===== src/rtl/lif_spike_decoder_if.sv =====
`default_nettype none
// ============================================================================
// Module   : lif_spike_decoder_if
// Purpose  : Result channel of the LIF spike decoder. Carries the per-window
//            statistics from the decoder (master) to a readout (slave) with
//            a valid/ready handshake.
// Signals  : out_valid  - result holds an unconsumed window (master -> slave)
//            out_ready  - consumer accepts the result       (slave -> master)
//            spike_cnt  - spikes in the completed window
//            isi_min    - minimum ISI in the window, all-ones if none
//            refr_cnt   - enabled cycles with refractory=1 in the window
// Revision : 1.0 - initial release
// ============================================================================
interface lif_spike_decoder_if #(
  parameter int CNT_W = 8,
  parameter int ISI_W = 8
) ();
  logic             out_valid;
  logic             out_ready;
  logic [CNT_W-1:0] spike_cnt;
  logic [ISI_W-1:0] isi_min;
  logic [CNT_W-1:0] refr_cnt;

  modport master (
    output out_valid,
    output spike_cnt,
    output isi_min,
    output refr_cnt,
    input  out_ready
  );

  modport slave (
    input  out_valid,
    input  spike_cnt,
    input  isi_min,
    input  refr_cnt,
    output out_ready
  );
endinterface
`default_nettype wire


===== src/rtl/lif_spike_decoder.sv =====
`default_nettype none
// ============================================================================
// Module   : lif_spike_decoder
// Purpose  : Decodes the spike train of a LIF neuron into per-window
//            statistics (spike count, minimum inter-spike interval,
//            refractory occupancy) and tracks the live last ISI.
// Ports    : clk, rst_n     - clock, asynchronous active-low reset
//            en             - sample enable shared with the neuron
//            clr            - synchronous clear to reset values
//            win_len        - window length in enabled cycles, 0 = off
//            spike          - neuron spike pulse
//            refractory     - neuron refractory flag
//            res            - result channel (master modport)
//            isi_last       - most recent captured ISI
//            drop           - sticky, a completed window was discarded
//            busy           - a window is in progress
// Revision : 1.0 - initial release
// ============================================================================
module lif_spike_decoder #(
  parameter int WIN_W = 8,
  parameter int CNT_W = 8,
  parameter int ISI_W = 8
) (
  input  wire logic              clk,
  input  wire logic              rst_n,
  input  wire logic              en,
  input  wire logic              clr,
  input  wire logic [WIN_W-1:0]  win_len,
  input  wire logic              spike,
  input  wire logic              refractory,
  lif_spike_decoder_if.master    res,
  output logic      [ISI_W-1:0]  isi_last,
  output logic                   drop,
  output logic                   busy
);

  localparam logic [CNT_W-1:0] c_cnt_max = {CNT_W{1'b1}};
  localparam logic [ISI_W-1:0] c_isi_max = {ISI_W{1'b1}};

  typedef enum logic [0:0] {
    ST_IDLE = 1'b0,
    ST_RUN  = 1'b1
  } state_t;

  state_t             r_state;
  state_t             w_state_nxt;

  logic [WIN_W-1:0]   r_win_q;
  logic [WIN_W-1:0]   r_win_ctr;
  logic [CNT_W-1:0]   r_spike_acc;
  logic [CNT_W-1:0]   r_refr_acc;
  logic [ISI_W-1:0]   r_min_acc;
  logic [ISI_W-1:0]   r_isi_ctr;
  logic               r_have_spike;

  logic               r_out_valid;
  logic [CNT_W-1:0]   r_spike_cnt;
  logic [ISI_W-1:0]   r_isi_min;
  logic [CNT_W-1:0]   r_refr_cnt;
  logic [ISI_W-1:0]   r_isi_last;
  logic               r_drop;

  logic               w_start;
  logic               w_in_win;
  logic               w_last;
  logic               w_capture;
  logic [WIN_W-1:0]   w_cur_ctr;
  logic [WIN_W-1:0]   w_cur_len;
  logic [ISI_W-1:0]   w_isi_inc;
  logic [CNT_W-1:0]   w_spike_base;
  logic [CNT_W-1:0]   w_refr_base;
  logic [ISI_W-1:0]   w_min_base;
  logic [CNT_W-1:0]   w_spike_nxt;
  logic [CNT_W-1:0]   w_refr_nxt;
  logic [ISI_W-1:0]   w_min_nxt;

  // --------------------------------------------------------------------------
  // Window control and accumulator next values. The IDLE cycle that starts a
  // window is itself window cycle 0, so in IDLE the "current" counter,
  // length and accumulators are taken as the fresh-window values. This also
  // makes win_len=1 publish on the start cycle.
  // --------------------------------------------------------------------------
  always_comb begin
    w_state_nxt  = r_state;
    w_start      = (r_state == ST_IDLE) && en && (win_len != '0);
    w_in_win     = ((r_state == ST_RUN) && en) || w_start;
    w_cur_ctr    = (r_state == ST_IDLE) ? '0      : r_win_ctr;
    w_cur_len    = (r_state == ST_IDLE) ? win_len : r_win_q;
    w_last       = w_in_win && (w_cur_ctr == (w_cur_len - WIN_W'(1)));

    // Saturating increment doubles as the captured ISI (isi_ctr + 1).
    w_isi_inc    = (r_isi_ctr == c_isi_max) ? c_isi_max : (r_isi_ctr + ISI_W'(1));
    w_capture    = spike && r_have_spike;

    w_spike_base = (r_state == ST_IDLE) ? '0        : r_spike_acc;
    w_refr_base  = (r_state == ST_IDLE) ? '0        : r_refr_acc;
    w_min_base   = (r_state == ST_IDLE) ? c_isi_max : r_min_acc;

    w_spike_nxt  = (spike && (w_spike_base != c_cnt_max)) ?
                   (w_spike_base + CNT_W'(1)) : w_spike_base;
    w_refr_nxt   = (refractory && (w_refr_base != c_cnt_max)) ?
                   (w_refr_base + CNT_W'(1)) : w_refr_base;
    w_min_nxt    = (w_capture && (w_isi_inc < w_min_base)) ? w_isi_inc : w_min_base;

    if (clr) begin
      w_state_nxt = ST_IDLE;
    end else if (w_last) begin
      w_state_nxt = (win_len == '0) ? ST_IDLE : ST_RUN;
    end else if (w_start) begin
      w_state_nxt = ST_RUN;
    end
  end

  always_ff @(posedge clk or negedge rst_n) begin
    if (!rst_n) begin
      r_state <= ST_IDLE;
    end else begin
      r_state <= w_state_nxt;
    end
  end

  // --------------------------------------------------------------------------
  // Datapath: ISI tracking, accumulators and the result register.
  // --------------------------------------------------------------------------
  always_ff @(posedge clk or negedge rst_n) begin
    if (!rst_n) begin
      r_win_q      <= '0;
      r_win_ctr    <= '0;
      r_spike_acc  <= '0;
      r_refr_acc   <= '0;
      r_min_acc    <= c_isi_max;
      r_isi_ctr    <= '0;
      r_have_spike <= 1'b0;
      r_out_valid  <= 1'b0;
      r_spike_cnt  <= '0;
      r_isi_min    <= c_isi_max;
      r_refr_cnt   <= '0;
      r_isi_last   <= '0;
      r_drop       <= 1'b0;
    end else if (clr) begin
      r_win_q      <= '0;
      r_win_ctr    <= '0;
      r_spike_acc  <= '0;
      r_refr_acc   <= '0;
      r_min_acc    <= c_isi_max;
      r_isi_ctr    <= '0;
      r_have_spike <= 1'b0;
      r_out_valid  <= 1'b0;
      r_spike_cnt  <= '0;
      r_isi_min    <= c_isi_max;
      r_refr_cnt   <= '0;
      r_isi_last   <= '0;
      r_drop       <= 1'b0;
    end else begin
      // ISI runs continuously, independent of the window state.
      if (en) begin
        if (spike) begin
          r_isi_ctr    <= '0;
          r_have_spike <= 1'b1;
          if (r_have_spike) begin
            r_isi_last <= w_isi_inc;
          end
        end else begin
          r_isi_ctr <= w_isi_inc;
        end
      end

      if (w_last) begin
        // A pending result being drained this cycle frees the slot.
        if (!r_out_valid || res.out_ready) begin
          r_out_valid <= 1'b1;
          r_spike_cnt <= w_spike_nxt;
          r_isi_min   <= w_min_nxt;
          r_refr_cnt  <= w_refr_nxt;
        end else begin
          r_drop <= 1'b1;
        end
        r_win_q     <= win_len;
        r_win_ctr   <= '0;
        r_spike_acc <= '0;
        r_refr_acc  <= '0;
        r_min_acc   <= c_isi_max;
      end else begin
        if (r_out_valid && res.out_ready) begin
          r_out_valid <= 1'b0;
        end
        if (w_in_win) begin
          r_win_ctr   <= w_cur_ctr + WIN_W'(1);
          r_spike_acc <= w_spike_nxt;
          r_refr_acc  <= w_refr_nxt;
          r_min_acc   <= w_min_nxt;
          if (w_start) begin
            r_win_q <= win_len;
          end
        end
      end
    end
  end

  assign res.out_valid = r_out_valid;
  assign res.spike_cnt = r_spike_cnt;
  assign res.isi_min   = r_isi_min;
  assign res.refr_cnt  = r_refr_cnt;
  assign isi_last      = r_isi_last;
  assign drop          = r_drop;
  assign busy          = (r_state == ST_RUN);

endmodule
`default_nettype wire

===== src/flat_wrapper.sv =====
// flat-port wrapper written by rule: the top's interface ports become plain ports
module lif_spike_decoder_flat 
#(
  parameter int WIN_W = 8,
  parameter int CNT_W = 8,
  parameter int ISI_W = 8
)
  (clk, rst_n, en, clr, win_len, spike, refractory, isi_last, drop, busy, res_out_valid, res_spike_cnt, res_isi_min, res_refr_cnt, res_out_ready);
  lif_spike_decoder_if #(.CNT_W(CNT_W), .ISI_W(ISI_W)) res_i ();
  input  wire logic clk;
  input  wire logic rst_n;
  input  wire logic en;
  input  wire logic clr;
  input  wire logic [WIN_W-1:0] win_len;
  input  wire logic spike;
  input  wire logic refractory;
  output logic      [ISI_W-1:0] isi_last;
  output logic drop;
  output logic busy;
  output wire logic [$bits(res_i.out_valid)-1:0] res_out_valid;
  output wire logic [$bits(res_i.spike_cnt)-1:0] res_spike_cnt;
  output wire logic [$bits(res_i.isi_min)-1:0] res_isi_min;
  output wire logic [$bits(res_i.refr_cnt)-1:0] res_refr_cnt;
  input wire logic [$bits(res_i.out_ready)-1:0] res_out_ready;
  assign res_out_valid = res_i.out_valid;
  assign res_spike_cnt = res_i.spike_cnt;
  assign res_isi_min = res_i.isi_min;
  assign res_refr_cnt = res_i.refr_cnt;
  assign res_i.out_ready = res_out_ready;
  lif_spike_decoder #(.WIN_W(WIN_W), .CNT_W(CNT_W), .ISI_W(ISI_W)) u_core (.clk(clk), .rst_n(rst_n), .en(en), .clr(clr), .win_len(win_len), .spike(spike), .refractory(refractory), .res(res_i), .isi_last(isi_last), .drop(drop), .busy(busy));
endmodule

===== config.mk =====
export PLATFORM = sky130hd
export DESIGN_NAME = lif_spike_decoder_flat
export DESIGN_NICKNAME = d
export VERILOG_FILES = /design/src/rtl/lif_spike_decoder_if.sv /design/src/rtl/lif_spike_decoder.sv /design/src/flat_wrapper.sv
export SDC_FILE = /design/constraint.sdc
export NUM_CORES = 1
export LEC_CHECK = 0
export ABC_AREA = 1
export CORE_UTILIZATION = 35
export CTS_CLUSTER_DIAMETER = 150
export DETAILED_ROUTE_END_ITERATION = 8
export GPL_ROUTABILITY_DRIVEN = 0
export HOLD_SLACK_MARGIN = 0.15
export PLACE_DENSITY = 0.64
export SYNTH_ARGS = -nofsm -noshare
export SYNTH_HDL_FRONTEND = slang
export SYNTH_SLANG_ARGS = --single-unit

===== constraint.sdc =====
create_clock -name clk -period 2.9 [get_ports clk]
set_input_delay 0.58 -clock clk [delete_from_list [all_inputs] [get_ports clk]]
set_output_delay 0.58 -clock clk [all_outputs]
set_load 0.01 [all_outputs]

Word level (Yosys, flattened, before mapping)

Index checks and enable logic that the tools add are counted.
Widths: inputs -> output; s select.

Input bits: 15
Latch bits: 0
Flip-flop bits (word level): 84
RAM bits: 0
Memories: 0
Bits in read-only memories: 0
Output and inout bits: 35
Word-level logic and storage cells: 110

Order comparisons: 1
Mux-type cells: 55
Add/sub/neg operators: 5
Shift operators: 0
Reductions and logical operators: 28
Div/mod/pow operators: 0
Multipliers: 0
Bitwise logic cells: 1
Equality and inequality tests: 6

Operators with widths:

| cell                | number |
|---|---|
| $mux 8              | 41 |
| $add 8x1->8 const B | 4 |
| $ne 8x8->1 const B  | 2 |
| $mux 1              | 14 |
| $reduce_and 2->1    | 5 |
| $reduce_bool 2->1   | 5 |
| $logic_and 1x1->1   | 9 |
| $reduce_bool 3->1   | 3 |
| $eq 8x8->1          | 1 |
| $eq 8x8->1 const B  | 1 |
| $logic_not 8->1     | 1 |
| $lt 8x8->1          | 1 |
| $reduce_bool 8->1   | 1 |
| $sub 8x1->8 const B | 1 |
| $ne 3x3->1 const B  | 1 |
| $reduce_and 3->1    | 1 |
| $logic_or 1x1->1    | 2 |
| $ne 2x2->1 const B  | 1 |
| $logic_not 1->1     | 1 |
| $not 1->1           | 1 |

Depth between registers and ports, before layout

Word-level depth: 8
Gate-level depth with buffers: 20
Depth with buffers taken out: 18

Worst setup path before layout

No wires, ideal clock.

Path type: flip-flop to flip-flop
From: reg u_core.r_isi_ctr[0]
To: reg u_core.r_isi_min[0] (netlist: u_core.res.isi_min[0])
Required time: 2.824 ns
Arrival time: 2.413 ns
Stages on the path, launching flop included: 15
Setup time: 0.076 ns
Period minus slack after synthesis: 2.488 ns
Path slack: 0.412 ns
Path buffers: 0
Cells stage by stage: dfrtp_1 -> ha_1 -> nand2_1 -> nor2_1 -> nand2_1 -> a31oi_1 -> ha_1 -> nand4_1 -> nand3_1 -> a31oi_1 -> nand2_2 -> nand2_1 -> nand3_1 -> nand2_1 -> nand2_1

Word-level cells in the longest chain between the ends: 8
Elaborated cells between the ends (all ways): 9
Classes of those cells: add/sub (1); order compare (1); eq/ne (1); mux (5); reduce/logical (1)

Ends and longest elaborated chain:

| element                                          | line                     | text |
|---|---|---|
| from (decl)                                      | lif_spike_decoder.sv:53  | `logic [ISI_W-1:0] r_isi_ctr;` |
| from (signal assigned)                           | lif_spike_decoder.sv:164 | `r_isi_ctr <= w_isi_inc;` |
| $add 8x1->8 / $eq 8x8->1 (equally long branches) | lif_spike_decoder.sv:92  | `w_isi_inc = (r_isi_ctr == c_isi_max) ? c_isi_max : (r_isi_ctr + ISI_W'(1));` |
| $mux 8 (*)                                       | lif_spike_decoder.sv:92  |  |
| $lt 8x8->1                                       | lif_spike_decoder.sv:103 | `w_min_nxt = (w_capture && (w_isi_inc < w_min_base)) ? w_isi_inc : w_min_base;` |
| $logic_and 1x1->1                                | lif_spike_decoder.sv:103 |  |
| $mux 8 (*)                                       | lif_spike_decoder.sv:103 |  |
| $mux 8 (*)                                       | lif_spike_decoder.sv:170 | `if (!r_out_valid \|\| res.out_ready) begin` |
| $mux 8 (*)                                       | lif_spike_decoder.sv:168 | `if (w_last) begin` |
| $mux 8 (*)                                       | lif_spike_decoder.sv:140 | `end else if (clr) begin` |
| to (signal assigned)                             | lif_spike_decoder.sv:136 | `r_isi_min <= c_isi_max;` |
| to (signal assigned)                             | lif_spike_decoder.sv:150 | `r_isi_min <= c_isi_max;` |
| to (signal assigned)                             | lif_spike_decoder.sv:173 | `r_isi_min <= w_min_nxt;` |
| to (decl)                                        | lif_spike_decoder.sv:58  | `logic [ISI_W-1:0] r_isi_min;` |

Mark *: on every way between the ends. The rest lies on a longest branch, timed or not. The select of a mux whose other input is x is not followed.
A chain may end at the register's enable or synchronous reset.

Worst setup path in the final report

From: reg u_core.r_isi_ctr[0]
To: reg u_core.r_isi_min[7] (netlist: u_core.res.isi_min[7])

The elaborated chain is that of the path after synthesis.

==> impl_results.md <==
- HPWL Detailed: 9380 µm
- Hold Buf Count CTS: 0
- Worst vdd rail ir drop: 0.000239 V
- TritonCTS Buffers: 9
- Simple-gate share of the synthesized area: 0.371
- Core area: 0.0140 mm²
- CP most frequent cell: nand2_1
- Power Total: 2.94 mW
- Num ports: 50
- Yosys warning count: 0
- Syn Nets: 752
- DR pass1 iterations: 5
- Reg2Reg Launch Point: u_core.r_isi_ctr[0]
- Clock slew at reported path FFs: 0.06 ns
- Pleak: 3.14 nW
- Fin crit share: 0.900
- DRC viols: 0
- Post-synthesis mux area share: 0
- Layout cells sized above 1: 0.104
- Crit path max fanout: 8
- Cell area after synthesis: 0.00509 mm²
- Num rows: 43
- Main synth FF type: dfrtp_1
- Crit path launch type: flop
- Area delta synth->final: 22.8%
- Share of Yosys cell area claimed by the top area cell type: 0.334
- Global-route wire length before repair: 22300 µm
- Post-synthesis sequential area ratio: 0.417
- CP Cell Sequence: ha_1, nand2_1, nor2_1, nand2_1, inv_1, a21oi_1, inv_1, ha_1, nand2_1, inv_1, nand2_1, nand2_1, nand2_1, buf_4, nand3_1, nand3_1, nand2_1, nand2_1
- # setup viols final: 0
- DR iter-0 viols: 243
- Worst path required time: 3.18 ns
- Dpl ws: -0.0487 ns
- Synth Area in XOR/XNOR: 0.0138
- Avg Cell Area, Syn: 7.02 µm²
- Main combinational cell family by area after synthesis: simple AND/OR/NAND/NOR gates
- ANT cells: 0
- # clock sinks: 84
- Synth unique cells: 36
- Die width: 123 µm
- Fin nets: 819
- Compound-Gate Fraction of Synth Area: 0.0771
- Largest net degree at the start of global routing: 55
- CTS H-tree depth: 3
- CP Capture Type: flop
- Minimum clock period after layout: 2.61 ns
- MaxCap Viol Count: 0
- Cells after Synth: 725
- TritonCTS clock tree: done
- Vias in the first global route: 4554
- Gr ovfl total: 0
- Skew final: 0.0101 ns
- Largest cells by area after synthesis: dfrtp_1, nand2_1, nand3_1
- Critical path's largest stage delay: 0.43 ns
- WP buf/inv: 4
- Adder-Cell Fraction of Synth Area: 0.0295
- PwrDens: 470 mW/mm²
- Final Hold Viols: 0
- Top cell types by occurrence after synthesis: nand2_1, nand3_1, inv_1
- Rel. slew slack: 0.571
- All-Layer GR Usage: 0.190
- Die Y: 123 µm
- Critical path's slowest cell: dfrtp_1
- #FFs+latches synth: 84
- Via/cell ratio: 4.95
- Initial antenna violation count: 0
- Slew @ Worst Pin: 0.639 ns
- Via Count: 4840
- Worst path depth: 18
- Reg2Reg Setup Slack: 0.29 ns
- Full die area: 0.0150 mm²
- DR WL/cell: 13.3 µm
- RSZ-0062 raised after global routing: false
- Initial core utilization: 0.363
- Most common cell in the synthesized netlist: nand2_1
- Ys async rst share: 1.00
- Pins Over Slew Limit: 0
- Area leader, netlist: dfrtp_1
- Hold Crit Class: in2async
- Post-synth EDFFs: 0
- Clock Tree Buf Depth: 2
- Setup ws final: 0.291 ns
- R2r endpoint: u_core.res.isi_min[7]
- Antenna-violating nets left: 0
- Cells on worst reg2reg path: 18
- Post-cts gate resize count: 0
- Fmax: 383 MHz
- Root cell of the clock tree: clkbuf_16
- Final WL: 13000 µm
- Outcome: completed
- Postcts setup bufs: 0
- Clock latency on the worst-skew pair: 0.34 ns
- Critical path data arrival time: 2.89 ns
- Port bufs: 49
- Critical path's top delay family: simple AND/OR/NAND/NOR gates
- Crit Path Class: reg2reg
==> logic make-up (layout without fill, tap and decap cells) <==
logic type | after synthesis | in the layout
buffers and inverters | 109 | 181
adders and majority gates | 12 | 12
AOI/OAI and AO/OA | 69 | 69
xor gates and xnor gates | 8 | 8
and+or+nand+nor | 443 | 443
DFF | 84 | 84
==> per-stage QoR <==
step           instances  setup TNS [ns]  instance area (µm²)  hold slack [ns]  utilization
2_1_floorplan        725               0                 5090            0.284            -
3_3_place_gp         961               0                 5950            0.459        0.424
3_5_place_dp         961          -0.470                 5950            0.462        0.424
4_1_cts              977               0                 6250            0.193        0.445
5_1_grt              977               0                 6250            0.225        0.445
6_report             977               0                 6250            0.176        0.445
==> cells in the final DEF, fill, tap and decap left out, types with 16 or more instances in the layout <==
cell / synthesis / layout
nand3_1: 90 / 90
inv_1: 78 / 78
nor2_1: 61 / 61
buf_4: 2 / 27
o22ai_1: 17 / 17
dfrtp_1: 68 / 68
dfstp_2: 16 / 16
a21oi_1: 18 / 18
clkdlybuf4s50_1: 0 / 48
o21ai_0: 20 / 20
nand2_1: 254 / 254
==> state kept, by name, indices dropped and copies added, names as in the netlist <==
name / cells
u_core.busy: 1
u_core.r_win_q: 8
u_core.r_spike_acc: 8
u_core.drop: 1
u_core.r_isi_ctr: 8
u_core.r_min_acc: 8
u_core.res.out_valid: 1
u_core.res.isi_min: 8
u_core.isi_last: 8
u_core.res.spike_cnt: 8
u_core.r_refr_acc: 8
u_core.res.refr_cnt: 8
u_core.r_win_ctr: 8
u_core.r_have_spike: 1
==> per-layer routing <==
layer / global-route usage / part of all wire / vias up
li1: - / - / 2469
met1: 0.252 / 0.47 / 2239
met2: 0.314 / 0.47 / 112
met3: 0.0218 / 0.038 / 20
met4: 0.0777 / 0.020 / 0
met5: 0 / 0 / -
==> worst max path at each step <==
stage / from / to
after floorplan: u_core.r_isi_ctr[0] / u_core.res.isi_min[0]
after global placement: win_len[0] / u_core.res.refr_cnt[5]
after detailed placement: win_len[0] / u_core.res.refr_cnt[7]
after CTS: win_len[0] / u_core.res.refr_cnt[7]
after global routing: u_core.busy / u_core.res.refr_cnt[7]
final: u_core.r_isi_ctr[0] / u_core.res.isi_min[7]
==> worst register-to-register path: stages (launching register included) <==
cell and delay (ns):
dfrtp_1 0.43, ha_1 0.23, nand2_1 0.11, nor2_1 0.07, nand2_1 0.14, inv_1 0.10, a21oi_1 0.30, inv_1 0.12
ha_1 0.31, nand2_1 0.07, inv_1 0.03, nand2_1 0.05, nand2_1 0.05, nand2_1 0.08, buf_4 0.16, nand3_1 0.09
nand3_1 0.12, nand2_1 0.06, nand2_1 0.05
==> layout make-up <==
| type | count | area [µm²] |
|---|---|---|
| clock buffers | 9 | 225 |
| clock inverters | 7 | 75.1 |
| fillers | 1412 | 7790 |
| inverters | 85 | 319 |
| multi-input cells | 532 | 2500 |
| flip-flops and latches | 84 | 2120 |
| well taps | 180 | 225 |
| repair buffers | 80 | 783 |
==> where the power goes <==
part	total [mW]	switching [mW]	internal (mW)
Clock	1.16	0.491	0.672
Sequential	1.28	0.0384	1.24
Combinational	0.498	0.306	0.192
Total	2.94	0.836	2.11
Note: power is estimated with default switching activity, not from simulation.
